**src/rtl/div_share_pkg.sv**
```systemverilog
// ---------------------------------------------------------------------------
// div_share_pkg
//   Shared types and helpers for div_share_arbiter.
//   - div_share_state_t : controller states
//   - SAT_POS / SAT_NEG : divide-by-zero saturation quotients
//   - abs_mag()         : two's-complement value -> unsigned magnitude
//   - apply_sign()      : unsigned magnitude -> two's-complement value
//   The helpers work at DIV_WIDTH bits. Their negation wraps, so the
//   magnitude of -2^(W-1) comes out as 2^(W-1) in unsigned form.
// ---------------------------------------------------------------------------
package div_share_pkg;

   localparam int DIV_WIDTH = 64;

   typedef enum logic [1:0] {
      ST_IDLE    = 2'd0,
      ST_ISSUE   = 2'd1,
      ST_WAIT    = 2'd2,
      ST_RESPOND = 2'd3
   } div_share_state_t;

   localparam logic [DIV_WIDTH-1:0] SAT_POS = {1'b0, {(DIV_WIDTH-1){1'b1}}};
   localparam logic [DIV_WIDTH-1:0] SAT_NEG = {1'b1, {(DIV_WIDTH-1){1'b0}}};

   function automatic logic [DIV_WIDTH-1:0] abs_mag(input logic [DIV_WIDTH-1:0] x);
      return x[DIV_WIDTH-1] ? -x : x;
   endfunction

   function automatic logic [DIV_WIDTH-1:0] apply_sign(input logic [DIV_WIDTH-1:0] mag,
                                                       input logic                 neg);
      return neg ? -mag : mag;
   endfunction

endpackage

```
**src/rtl/div_share_arbiter_rr_arbiter.sv**
```systemverilog
// ---------------------------------------------------------------------------
// rr_arbiter
//   Combinational round-robin grant. The scan starts at rr_ptr+1 and wraps
//   modulo NUM_REQ. The first valid requester found receives a one-hot grant.
//   Ports:
//     req_valid  in  NUM_REQ  request valids
//     rr_ptr     in  PTR_W    index of the last requester served
//     grant      out NUM_REQ  one-hot grant (zero when nothing is valid)
//     grant_idx  out PTR_W    binary index of the grant (0 when none)
// ---------------------------------------------------------------------------
module rr_arbiter #(
   parameter int NUM_REQ = 3,
   parameter int PTR_W   = (NUM_REQ > 1) ? $clog2(NUM_REQ) : 1
) (
   input  logic [NUM_REQ-1:0] req_valid,
   input  logic [PTR_W-1:0]   rr_ptr,
   output logic [NUM_REQ-1:0] grant,
   output logic [PTR_W-1:0]   grant_idx
);

   logic             found;
   logic [PTR_W-1:0] scan_idx;

   // NOTE: every signal written in an always_comb gets a default first;
   // a path that skips an assignment would otherwise infer a latch.
   always_comb begin
      grant     = '0;
      grant_idx = '0;
      found     = 1'b0;
      scan_idx  = '0;
      for (int off = 1; off <= NUM_REQ; off++) begin
         scan_idx = PTR_W'((int'(rr_ptr) + off) % NUM_REQ);
         if (!found && req_valid[scan_idx]) begin
            grant[scan_idx] = 1'b1;
            grant_idx       = scan_idx;
            found           = 1'b1;
         end
      end
   end

endmodule

```
**src/rtl/div_share_arbiter.sv**
```systemverilog
// ---------------------------------------------------------------------------
// div_share_arbiter
//   Shares one blocking unsigned divider between NUM_REQ signed-division
//   requesters. Arbitration is round-robin. Operands go to the divider as
//   magnitudes, and result signs are restored on return (truncation toward
//   zero). Divide-by-zero is answered locally with a saturated quotient. A
//   divider that never answers yields a timeout response. Only one division
//   is in flight at a time.
//   Ports:
//     clk_in, rst_in                  clock, async active-low reset
//     req_valid_in / req_ready_out    per-requester handshake (ready one-hot)
//     req_dividend_in/req_divisor_in  signed operands, requester i at [i*WIDTH +: WIDTH]
//     resp_valid_out                  one-hot, one-cycle response strobe
//     resp_quotient_out/remainder_out signed results (valid in strobe cycle)
//     resp_div0_out, resp_timeout_out response flags
//     busy_out                        high whenever not IDLE
//     div_valid_out                   one-cycle divider start pulse
//     div_dividend_out/div_divisor_out operand magnitudes to the divider
//     div_valid_in, div_quotient_in, div_remainder_in  divider result
//   WIDTH must equal div_share_pkg::DIV_WIDTH, because the sign helpers are
//   sized by the package.
// ---------------------------------------------------------------------------
module div_share_arbiter
   import div_share_pkg::*;
#(
   parameter int WIDTH       = DIV_WIDTH,
   parameter int NUM_REQ     = 3,
   parameter int DIV_TIMEOUT = 100
) (
   input  logic                       clk_in,
   input  logic                       rst_in,
   input  logic [NUM_REQ-1:0]         req_valid_in,
   input  logic [NUM_REQ*WIDTH-1:0]   req_dividend_in,
   input  logic [NUM_REQ*WIDTH-1:0]   req_divisor_in,
   output logic [NUM_REQ-1:0]         req_ready_out,
   output logic [NUM_REQ-1:0]         resp_valid_out,
   output logic [WIDTH-1:0]           resp_quotient_out,
   output logic [WIDTH-1:0]           resp_remainder_out,
   output logic                       resp_div0_out,
   output logic                       resp_timeout_out,
   output logic                       busy_out,
   output logic                       div_valid_out,
   output logic [WIDTH-1:0]           div_dividend_out,
   output logic [WIDTH-1:0]           div_divisor_out,
   input  logic                       div_valid_in,
   input  logic [WIDTH-1:0]           div_quotient_in,
   input  logic [WIDTH-1:0]           div_remainder_in
);

   localparam int PTR_W = (NUM_REQ > 1) ? $clog2(NUM_REQ) : 1;
   localparam int CNT_W = $clog2(DIV_TIMEOUT + 1);

   div_share_state_t state, state_nxt;

   logic [PTR_W-1:0]   rr_ptr;
   logic [PTR_W-1:0]   gnt_idx;
   logic [PTR_W-1:0]   arb_idx;
   logic [NUM_REQ-1:0] arb_grant;
   logic               handshake;
   logic [WIDTH-1:0]   sel_dividend;
   logic [WIDTH-1:0]   sel_divisor;
   logic               sel_div0;

   logic               dividend_neg;
   logic               quot_neg;
   logic [WIDTH-1:0]   dividend_mag;
   logic [WIDTH-1:0]   divisor_mag;
   logic [CNT_W-1:0]   wait_cnt;
   logic               timeout_hit;
   logic [WIDTH-1:0]   quot_q;
   logic [WIDTH-1:0]   rem_q;
   logic               div0_q;
   logic               timeout_q;

   // ---------------- arbitration ----------------
   rr_arbiter #(
      .NUM_REQ (NUM_REQ),
      .PTR_W   (PTR_W)
   ) u_rr_arbiter (
      .req_valid (req_valid_in),
      .rr_ptr    (rr_ptr),
      .grant     (arb_grant),
      .grant_idx (arb_idx)
   );

   // The grant is also masked by reset, so every output reads 0 while
   // rst_in is low, including this combinational one.
   assign req_ready_out = (state == ST_IDLE && rst_in) ? arb_grant : '0;
   assign handshake     = |(req_valid_in & req_ready_out);

   always_comb begin
      sel_dividend = '0;
      sel_divisor  = '0;
      for (int i = 0; i < NUM_REQ; i++) begin
         if (arb_idx == PTR_W'(i)) begin
            sel_dividend = req_dividend_in[i*WIDTH +: WIDTH];
            sel_divisor  = req_divisor_in[i*WIDTH +: WIDTH];
         end
      end
   end

   assign sel_div0    = (sel_divisor == '0);
   assign timeout_hit = (wait_cnt == CNT_W'(DIV_TIMEOUT - 1));

   // ---------------- controller ----------------
   // NOTE: sequential state is updated with non-blocking assignments only,
   // so every flop samples the pre-edge values regardless of block order.
   always_ff @(posedge clk_in or negedge rst_in) begin
      if (!rst_in) state <= ST_IDLE;
      else         state <= state_nxt;
   end

   always_comb begin
      state_nxt = state;
      case (state)
         ST_IDLE:    if (handshake) state_nxt = sel_div0 ? ST_RESPOND : ST_ISSUE;
         ST_ISSUE:   state_nxt = ST_WAIT;
         ST_WAIT:    if (div_valid_in || timeout_hit) state_nxt = ST_RESPOND;
         ST_RESPOND: state_nxt = ST_IDLE;
         default:    state_nxt = ST_IDLE;
      endcase
   end

   // ---------------- datapath ----------------
   // NOTE: the datapath registers get an async reset as well, because
   // every output, including the operand and result buses, must read 0
   // during reset. Without that requirement they could be left unreset.
   always_ff @(posedge clk_in or negedge rst_in) begin
      if (!rst_in) begin
         rr_ptr       <= PTR_W'(NUM_REQ - 1);
         gnt_idx      <= '0;
         dividend_neg <= 1'b0;
         quot_neg     <= 1'b0;
         dividend_mag <= '0;
         divisor_mag  <= '0;
         wait_cnt     <= '0;
         quot_q       <= '0;
         rem_q        <= '0;
         div0_q       <= 1'b0;
         timeout_q    <= 1'b0;
      end else begin
         case (state)
            ST_IDLE: begin
               if (handshake) begin
                  gnt_idx      <= arb_idx;
                  rr_ptr       <= arb_idx;
                  dividend_neg <= sel_dividend[WIDTH-1];
                  quot_neg     <= sel_dividend[WIDTH-1] ^ sel_divisor[WIDTH-1];
                  dividend_mag <= abs_mag(sel_dividend);
                  divisor_mag  <= abs_mag(sel_divisor);
                  timeout_q    <= 1'b0;
                  div0_q       <= sel_div0;
                  if (sel_div0) begin
                     // Saturate toward the dividend's sign; remainder is the dividend.
                     quot_q <= sel_dividend[WIDTH-1] ? SAT_NEG : SAT_POS;
                     rem_q  <= sel_dividend;
                  end
               end
            end
            ST_ISSUE: wait_cnt <= '0;
            ST_WAIT: begin
               // A divider result wins over a timeout that expires in the same cycle.
               if (div_valid_in) begin
                  quot_q <= apply_sign(div_quotient_in, quot_neg);
                  rem_q  <= apply_sign(div_remainder_in, dividend_neg);
               end else if (timeout_hit) begin
                  quot_q    <= '0;
                  rem_q     <= '0;
                  timeout_q <= 1'b1;
               end else begin
                  wait_cnt <= wait_cnt + CNT_W'(1);
               end
            end
            default: ;
         endcase
      end
   end

   // ---------------- outputs ----------------
   always_comb begin
      resp_valid_out = '0;
      if (state == ST_RESPOND) resp_valid_out[gnt_idx] = 1'b1;
   end

   assign busy_out           = (state != ST_IDLE);
   assign div_valid_out      = (state == ST_ISSUE);
   assign div_dividend_out   = dividend_mag;
   assign div_divisor_out    = divisor_mag;
   assign resp_quotient_out  = quot_q;
   assign resp_remainder_out = rem_q;
   assign resp_div0_out      = div0_q;
   assign resp_timeout_out   = timeout_q;

endmodule

```
**config.mk**
```make
export PLATFORM = sky130hd
export DESIGN_NAME = div_share_arbiter
export DESIGN_NICKNAME = d
export VERILOG_FILES = /design/src/rtl/div_share_pkg.sv /design/src/rtl/div_share_arbiter_rr_arbiter.sv /design/src/rtl/div_share_arbiter.sv
export SDC_FILE = /design/constraint.sdc
export NUM_CORES = 1
export LEC_CHECK = 0
export ABC_AREA = 1
export CELL_PAD_IN_SITES_DETAIL_PLACEMENT = 0
export CELL_PAD_IN_SITES_GLOBAL_PLACEMENT = 1
export CORE_AREA = 2 2 304 306
export CTS_BUF_LIST = sky130_fd_sc_hd__clkbuf_4 sky130_fd_sc_hd__clkbuf_8 sky130_fd_sc_hd__clkbuf_16
export CTS_CLUSTER_SIZE = 10
export DETAILED_ROUTE_END_ITERATION = 8
export DIE_AREA = 0 0 306 308
export HOLD_SLACK_MARGIN = 0.08
export PLACE_DENSITY = 0.74
export SYNTH_ARGS = -nofsm -noshare
export SYNTH_HDL_FRONTEND = slang
export SYNTH_SLANG_ARGS = --single-unit
```
**constraint.sdc**
```tcl
create_clock -name clk_in -period 9.6 [get_ports clk_in]
set_input_delay 0.96 -clock clk_in [delete_from_list [all_inputs] [get_ports clk_in]]
set_output_delay 0.96 -clock clk_in [all_outputs]
set_load 0.01 [all_outputs]
```
* Yosys cells after proc, flatten, opt, wreduce, memory -nomap -nowiden
Cells that the tools add are included.
** Storage, ports and cells
- Flip-flop bits (word level) :: 273
- Bits of input ports :: 518
- Output and inout port bits :: 266
- Logic and storage cells :: 125
** Operators by class
- $add $sub $neg :: 8
- Div/mod/pow operators :: 3
- Order comparisons :: 8
- Equal/unequal tests :: 13
- Muxes and demuxes :: 55
- Bitwise operators :: 4
- Reductions and logical operators :: 22
** Operator list (count)
- 64-bit two-way mux :: 18
- 64-bit negator :: 4
- 64-bit one-hot mux with 2 select lines :: 2
- 32-bit by 3-bit modulo with 32-bit output, second input constant :: 3
- 64-bit zero test :: 1
- 3-bit two-way mux :: 5
- 7-bit two-way mux :: 2
- 7-bit one-hot mux with 2 select lines :: 1
- 2-bit by 3-bit < comparator with 1-bit output, second input constant :: 4
- 1-bit two-way mux :: 12
- 2-bit two-way mux :: 6
- 2-bit != test, second input constant :: 6
- 1-bit demux with 2-bit select :: 4
- 2-bit by 1-bit greater-or-equal comparator with 1-bit output, second input constant :: 4
- 2-bit one-hot mux with 4 select lines :: 1
- 4-bit AND reduction :: 2
- 7-bit by 1-bit adder with 7-bit output, second input constant :: 1
- 7-bit == test, second input constant :: 1
- 1-bit logical AND :: 7
- 2-bit by 2-bit adder with 3-bit output, second input constant :: 2
- 1-bit binary-select mux with 2-bit select :: 3
- 2-bit == test, second input constant :: 3
- 3-bit bitwise OR :: 2
- 2-bit nonzero test :: 3
- 12 further kinds :: 16

* Logic depth before layout (Yosys ltp)
Gate-level depths: netlist (run 1).
- Word-level depth :: 19
- Depth in mapped cells :: 29
- Mapped depth without buffers :: 26

* Hierarchy
Synthesis (run 1) repeated with hierarchy kept, for this count alone.
** Unflattened totals
- Cells, all modules :: 3870
- Area, all modules :: 22587.9 um2
** By module, submodules not included
- div_share_arbiter :: times used 1, cells each 3816, area an instance 22308.9 um2, sequential area each 6807.8 um2
- rr_arbiter :: times used 1, cells each 54, area an instance 279.0 um2, sequential area each 0.0 um2

* Least setup slack after synthesis (run 1)
No wires, ideal clock.
- Path type :: register to register
- Start :: reg rr_ptr[1]
- End :: reg quot_q[21] (netlist: resp_quotient_out[21])
- Arrival :: 3.698 ns
- Setup slack :: 5.785 ns
- Cell stages (with the launch flop) :: 28
- Cells stage by stage :: dfstp_2 -> inv_1 -> ha_1 -> inv_2 -> nand2_1 -> nand3_2 -> nand2_4 -> nand2_1 -> nor2_1 -> nor2_4 -> buf_6 -> buf_2 -> or2_2 -> nand3_2 -> ha_1 -> nand4_1 -> nor2_1 -> nand2_1 -> nor2_2 -> nand2_1 -> nor2_1 -> nand3_1 -> o21ai_2 -> nand2_2 -> buf_6 -> buf_6 -> nand2_1 -> nand2_1
** Between the ends
- Longest elaborated chain between the ends :: 19
** Ends and longest elaborated chain
- start: declaration :: RTL line div_share_arbiter.sv:55 : logic [PTR_W-1:0] rr_ptr;
- start signal: assignment :: RTL line div_share_arbiter.sv:130 : rr_ptr <= PTR_W'(NUM_REQ - 1);
- start signal: assignment :: RTL line div_share_arbiter.sv:146 : rr_ptr <= arb_idx;
- branches (longest 19 deep; another with 32-bit by 3-bit modulo with 32-bit output)
- end signal: assignment :: RTL line div_share_arbiter.sv:155 : quot_q <= sel_dividend[WIDTH-1] ? SAT_NEG : SAT_POS;
- end signal: assignment :: RTL line div_share_arbiter.sv:164 : quot_q <= apply_sign(div_quotient_in, quot_neg);
- end: declaration :: RTL line div_share_arbiter.sv:70 : logic [WIDTH-1:0] quot_q;
Parallel ways; which one is timed is not known. The select of a mux whose other input is x is not followed.
A chain may end at the register's enable or synchronous reset.

* Worst setup path after layout (run 1)
- Start :: reg rr_ptr[1]
- End :: reg rem_q[35] (netlist: resp_remainder_out[35])
** Between the ends
- Longest elaborated chain between the ends :: 18
** Ends and longest elaborated chain
- 2-bit by 1-bit adder with 3-bit output :: RTL line div_share_arbiter_rr_arbiter.sv:32 : scan_idx = PTR_W'((int'(rr_ptr) + off) % NUM_REQ);
- 32-bit by 3-bit modulo with 32-bit output :: RTL line div_share_arbiter_rr_arbiter.sv:32
- 1-bit binary-select mux with 2-bit select :: RTL line div_share_arbiter_rr_arbiter.sv:33 : if (!found && req_valid[scan_idx]) begin
- 1-bit two-way mux (not written as such) :: RTL line div_share_arbiter_rr_arbiter.sv:33
- 1-bit two-way mux :: RTL line div_share_arbiter_rr_arbiter.sv:33
- 1-bit zero test :: RTL line div_share_arbiter_rr_arbiter.sv:33
- 1-bit logical AND :: RTL line div_share_arbiter_rr_arbiter.sv:33
- 1-bit two-way mux :: RTL line div_share_arbiter_rr_arbiter.sv:33
- 1-bit zero test :: RTL line div_share_arbiter_rr_arbiter.sv:33
- 1-bit logical AND :: RTL line div_share_arbiter_rr_arbiter.sv:33
- 2-bit two-way mux :: RTL line div_share_arbiter_rr_arbiter.sv:33
- 2-bit zero test :: RTL line div_share_arbiter.sv:95 : if (arb_idx == PTR_W'(i)) begin
- 64-bit two-way mux (3 in series) :: RTL line div_share_arbiter.sv:95
- 64-bit zero test / 64-bit two-way mux (equally long branches) :: RTL line div_share_arbiter.sv:102, div_share_arbiter.sv:153
- 2-bit != test (no source line) / 64-bit two-way mux (equally long branches)
- 4-bit AND reduction (no source line) / 64-bit one-hot mux with 2 select lines (equally long branches)
- end signal: assignment :: RTL line div_share_arbiter.sv:156 : rem_q <= sel_dividend;
- end signal: assignment :: RTL line div_share_arbiter.sv:165 : rem_q <= apply_sign(div_remainder_in, dividend_neg);
- end: declaration :: RTL line div_share_arbiter.sv:71 : logic [WIDTH-1:0] rem_q;
Several ways; a longest one is shown, not always the timed one. The select of a mux whose other input is x is not followed.

==> results.cfg, run 1 <==
[setup_path]
reg2reg_from = rr_ptr[1]
cp.depth = 25
cp.arrival_ns = 7.45
reg2reg_slack_ns = 2.60
cpLargestDelayFamily = simple AND/OR/NAND/NOR gates
r2r-end = resp_remainder_out[35]
cp_max_fo = 83
cpMaxStageDelayCell = nor2_4
critPathLaunchType = flip-flop
crit_buf_inv = 4
crit_top_cell = nand2_1
path_class = flip-flop to flip-flop
r2r_cells = 25
cp.required_ns = 10.05
slowest_delay_ns = 0.81
critPathCaptureType = flip-flop

[logic_synthesis]
syn-num-nets = 4377
ys_top_cells_by_area = dfrtp_1 (30%), nand2_1 (24%), nand3_1 (12%), nor2_1 (6.6%), o21ai_0 (5.4%)
synth_cell_types = 51
syn_area_per_cell_um2 = 5.94
yosys_warnings = 0
synth-seq-cells = 272
yosysSeqAreaShare = 0.298
synth_top_cell_by_area = dfrtp_1
async_reset_ff_frac = 1.00
synthCells = 3846
synth_area_um2 = 22900
synth_ff_type = dfrtp_1
synth_top_area_frac = 0.297
synth_edf_count = 0

[flow_run]
max-cap-violations = 0

[global_route]
grt_overflow = 0
grt_use_total = 0.279
antenna_found_initial = 32
grt_pass1_wl_um = 194000
grt_max_degree = 117
grt_pass1_vias = 28038

[sta]
setup-tns-final_ns = 0
setup_ws_ns = 2.60
timing.final.crit_period_ns = 7.00
hold_violations = 0
fin_skew_ns = 0.0273
relSlewSlack = 0.273
finalCritPeriodShare = 0.729
worst_slew_pin_slew_ns = 1.09
fmax_ghz = 0.143
maxSlewViolCount = 0
rsz0062_at_grt = false
setup_viol = 0

[floorplan]
die_h_um = 308
core_area_um2 = 91000
start_util = 0.251
rows = 111
boundaryPins = 784
dieArea_um2 = 94200
die_width_um = 306

[clock_network]
clk_latency_ns = 0.58
cts_buffers = 39
cts_buffer_depth = 3
clkTransAtPathRegs_ns = 0.06
cts_tree = yes
cts_root_buf = clkbuf_16
cts_hold_repair.buffers = 0
cts_sinks = 272
post-cts-setup-buffer-count = 0
cts_resized = 0
htree_num_levels = 2

[route]
dr_total_vias = 28821
wl_met2_um = 66000
wl_met1_um = 54800
post_drt_via_cell_ratio = 5.01
dr.pass1.iters = 6
ant_nets = 0
met3_length_um = 10200
drc = 0
drt_iter0_drc = 2252
wl_per_cell_um = 23.6
top_layer_used = met5
routed_wl_um = 136000

[final_layout]
final_common_cell = nand2_1
synthToLayoutAreaGrowth_pct = 44.3
drive_above_1_share = 0.0396
nets = 5057
mostFrequentLayoutCells = nand2_1 (1469), clkdlybuf4s50_1 (782), nand3_1 (530), nor2_1 (400), dfrtp_1 (269)

[outcome]
status = complete, no violations

[placement]
place_congestion = 0.949
io_buffers = 783
dp_hpwl_um = 110000
pre_cts_ws_ns = 2.04

[power_and_ir_drop]
power_density_nw_per_um2 = 488
p_leak_nw = 14.9
irDropWorstVdd_v = 0.000309

[worst_hold_path]
hold_path_class = primary input to async pin
[how the worst max path moves through the flow]
stage	startpoint	to	slack [ns]
3_3_place_gp	req_valid_in[1]	resp_remainder_out[31]	2.19
5_1_grt	rr_ptr[1]	resp_remainder_out[60]	1.91
3_5_place_dp	req_valid_in[1]	resp_remainder_out[31]	2.04
2_1_floorplan	rr_ptr[1]	resp_quotient_out[21]	5.78
4_1_cts	rr_ptr[1]	resp_remainder_out[31]	2.52
6_report	rr_ptr[1]	resp_remainder_out[35]	2.60
[cells by family (layout without fill, tap and decap cells)]
logic type,Yosys count,after routing,share of synthesized area
AND/OR/NAND/NOR,2613,2613,0.481
buffers and inverters,455,1159,0.0896
AO/OA/AOI/OAI,440,440,0.104
flip-flops,272,272,0.298
XOR/XNOR,53,53,0.0203
adder cells (fa/ha/maj),13,13,0.00712
other,0,20,0
[cells in the mapped netlist, types with 11 or more instances]
| master | number |
|---|---|
| a21oi_1 | 104 |
| buf_1 | 18 |
| buf_2 | 53 |
| buf_4 | 15 |
| buf_6 | 29 |
| clkbuf_1 | 68 |
| dfrtp_1 | 271 |
| ha_1 | 13 |
| inv_1 | 268 |
| nand2_1 | 1471 |
| nand3_1 | 532 |
| nand3b_1 | 17 |
| nand4_1 | 39 |
| nor2_1 | 401 |
| nor3_1 | 61 |
| nor4_1 | 20 |
| o21ai_0 | 246 |
| o22ai_1 | 40 |
| or2_2 | 32 |
| xnor2_1 | 11 |
| xor2_1 | 42 |
[state kept, by name, indices dropped and copies added (netlist names)]
name	count
div_dividend_out	64
div_divisor_out	64
dividend_neg	1
gnt_idx	1
quot_neg	1
resp_div0_out	1
resp_quotient_out	64
resp_remainder_out	64
resp_timeout_out	1
rr_ptr	2
state	2
wait_cnt	7
[report_power, final]
part | switching, mW | internal (mW) | leakage [nW]
Clock | 0.603 | 1.02 | 0.687
Sequential | 0.329 | 1.67 | 3.44
Combinational | 8.76 | 3.71 | 10.8
Total | 9.69 | 6.40 | 14.9
[stage by stage]
| step | cell area [µm²] | util | total power, mW | hold slack [ns] | instances |
|---|---|---|---|---|---|
| after floorplan | 22900 | - | 9.38 | 0.505 | 3846 |
| after global placement | 31500 | 0.347 | 14.4 | 0.452 | 5671 |
| after detailed placement | 31500 | 0.347 | 14.4 | 0.458 | 5671 |
| after CTS | 32900 | 0.362 | 16.1 | 0.326 | 5736 |
| after global routing | 33000 | 0.362 | 17.4 | 0.341 | 5751 |
| final | 33000 | 0.363 | 16.1 | 0.331 | 5756 |
[cell type report]
type	instances	area, µm²
repair buffers	822	8160
flip-flops and latches	272	6810
clock inverters	14	277
fillers	9950	58000
inverters	272	1030
well taps	1186	1480
clock buffers	51	1110
multi-input cells	3119	14100
diodes	20	50.0
[per-layer routing]
metal  up-vias  GRT usage
li1      13874          -
met1     13548      0.338
met2      1187      0.482
met3       192     0.0592
met4        20      0.106
met5         -          0
Note: power is estimated with default switching activity, not from simulation.
==> run 2: changes to the inputs <==
CORE_AREA = 2 2 307 309   (was 2 2 304 306)
DIE_AREA = 0 0 309 311   (was 0 0 306 308)
PLACE_DENSITY = 0.75   (was 0.74)
clock period = 6.25 ns   (was 9.6 ns; I/O delays follow)
==> results.cfg, run 2 (synthesis gave the netlist of run 1 again) <==
[global_route]
grt_pass1_wl_um = 193000
antenna_found_initial = 33
grt_pass1_vias = 28160
grt_max_degree = 130
grt_use_total = 0.272
grt_overflow = 0

[sta]
fmax_ghz = 0.193
fin_skew_ns = 0.0330
relSlewSlack = 0.212
hold_violations = 0
finalCritPeriodShare = 0.830
worst_slew_pin_slew_ns = 1.18
maxSlewViolCount = 0
rsz0062_at_grt = false
timing.final.crit_period_ns = 5.18
setup_viol = 0
setup-tns-final_ns = 0

[route]
post_drt_via_cell_ratio = 4.92
dr.pass1.iters = 5
ant_nets = 0
drt_iter0_drc = 2340
drc = 0
dr_total_vias = 28758
routed_wl_um = 135000
wl_per_cell_um = 23.1

[final_layout]
final_common_cell = nand2_1
drive_above_1_share = 0.0423
nets = 5067
synthToLayoutAreaGrowth_pct = 45.3
mostFrequentLayoutCells = nand2_1 (1470), clkdlybuf4s50_1 (782), nand3_1 (530), nor2_1 (400), dfrtp_1 (269)

[setup_path]
crit_top_cell = nand2_1
critPathCaptureType = flip-flop
cp.required_ns = 6.75
cpMaxStageDelayCell = dfstp_2
crit_buf_inv = 4
path_class = flip-flop to flip-flop
cpLargestDelayFamily = simple AND/OR/NAND/NOR gates
cp_max_fo = 128
cp.arrival_ns = 5.68
critPathLaunchType = flip-flop
slowest_delay_ns = 0.55

[floorplan]
boundaryPins = 784
die_width_um = 309
die_h_um = 311
start_util = 0.246
dieArea_um2 = 96100
core_area_um2 = 92800
rows = 112

[flow_run]
max-cap-violations = 0

[clock_network]
cts_tree = yes
cts_root_buf = clkbuf_16
cts_resized = 0
post-cts-setup-buffer-count = 0
cts_buffer_depth = 3
clkTransAtPathRegs_ns = 0.06
cts_sinks = 272
cts_buffers = 40
clk_latency_ns = 0.60
htree_num_levels = 2

[outcome]
status = complete, no violations

[placement]
io_buffers = 783
dp_hpwl_um = 109000
place_congestion = 0.951

[power_and_ir_drop]
p_leak_nw = 15.0
power_density_nw_per_um2 = 751
p_total_mw = 24.9
irDropWorstVdd_v = 0.000842

[worst_hold_path]
hold_path_class = flip-flop to flip-flop
==> run 2: changes by cell type in the layout (fill, tap and decap cells not counted), moves of 2 or more <==
cell,before,now
buf_12,2,9
bufinv_16,8,4
clkbuf_4,5,8
clkinv_2,4,7
inv_6,2,4
==> run 2: repair_timing <==
action,4_1_cts,5_1_grt
endpoints found under the setup margin,0,0
hold buffers,1,0
hold endpoints to repair,32,0
==> run 2: final timing paths <==
path                                             from                endpoint  slack, ns  cells past startpoint
max in group asynchronous                      rst_in     div_divisor_out[33]       3.56                      4
worst min register to register  resp_quotient_out[27]   resp_quotient_out[27]       0.47                      2
min in group asynchronous                      rst_in   resp_quotient_out[53]       0.53                      2
worst max-delay path                        rr_ptr[1]  resp_remainder_out[34]       1.07                     26
worst max register to register              rr_ptr[1]  resp_remainder_out[34]       1.07                     26
worst min-delay path            resp_quotient_out[27]   resp_quotient_out[27]       0.47                      2
==> run 2: final cells by class <==
| type | instances | area [µm²] |
|---|---|---|
| fill | 10314 | 59600 |
| multi-input combinational | 3119 | 14100 |
| timing repair buffer | 831 | 8320 |
| sequential | 272 | 6810 |
| tap | 1254 | 1570 |
| clock buffer | 55 | 1160 |
| inverter | 272 | 1030 |
| clock inverter | 16 | 220 |
| antenna | 21 | 52.6 |
==> run 2: power by group <==
part	switching (mW)	internal (mW)
Combinational	13.5	5.88
Sequential	0.514	2.57
Clock	0.976	1.47
==> run 2: metrics by stage <==
stage          area [µm²]  hold slack [ns]   util  std cells  setup slack, ns
6_report            33200            0.468  0.358       5840             1.07
5_1_grt             33200            0.487  0.358       5835            0.689
4_1_cts             33200            0.472  0.357       5819             1.16
3_5_place_dp        31800            0.458  0.343       5747            0.954
3_3_place_gp        31800            0.455  0.343       5747             1.08
2_1_floorplan       22900            0.329      -       3846             2.43
==> run 2: per-layer routing <==
layer  vias to the layer above  track usage  part of all wire
met5                         -            0            0.0012
met4                        24       0.0965             0.034
met3                       190       0.0601             0.077
li1                      13912            -                 -
met2                      1167        0.469              0.48
met1                     13465        0.329              0.40
==> run 2: worst register-to-register path: stages (launching register included) <==
cell and delay, ns:
dfstp_2 0.55, inv_1 0.07, ha_1 0.40, inv_2 0.14, nand2_1 0.07, nand3_2 0.08
nand2_4 0.09, nand2_1 0.11, nand2_1 0.07, nand2_2 0.11, nand2_4 0.08, nor2_4 0.49
buf_4 0.26, nand2_1 0.06, nand3_2 0.11, ha_1 0.18, nand4_1 0.09, nor2_1 0.16
nand2_1 0.11, nor2_2 0.20, nand2_1 0.13, nor2_1 0.21, nand3_1 0.29, o21ai_4 0.20
buf_12 0.45, nand3_1 0.30, nand2_1 0.12
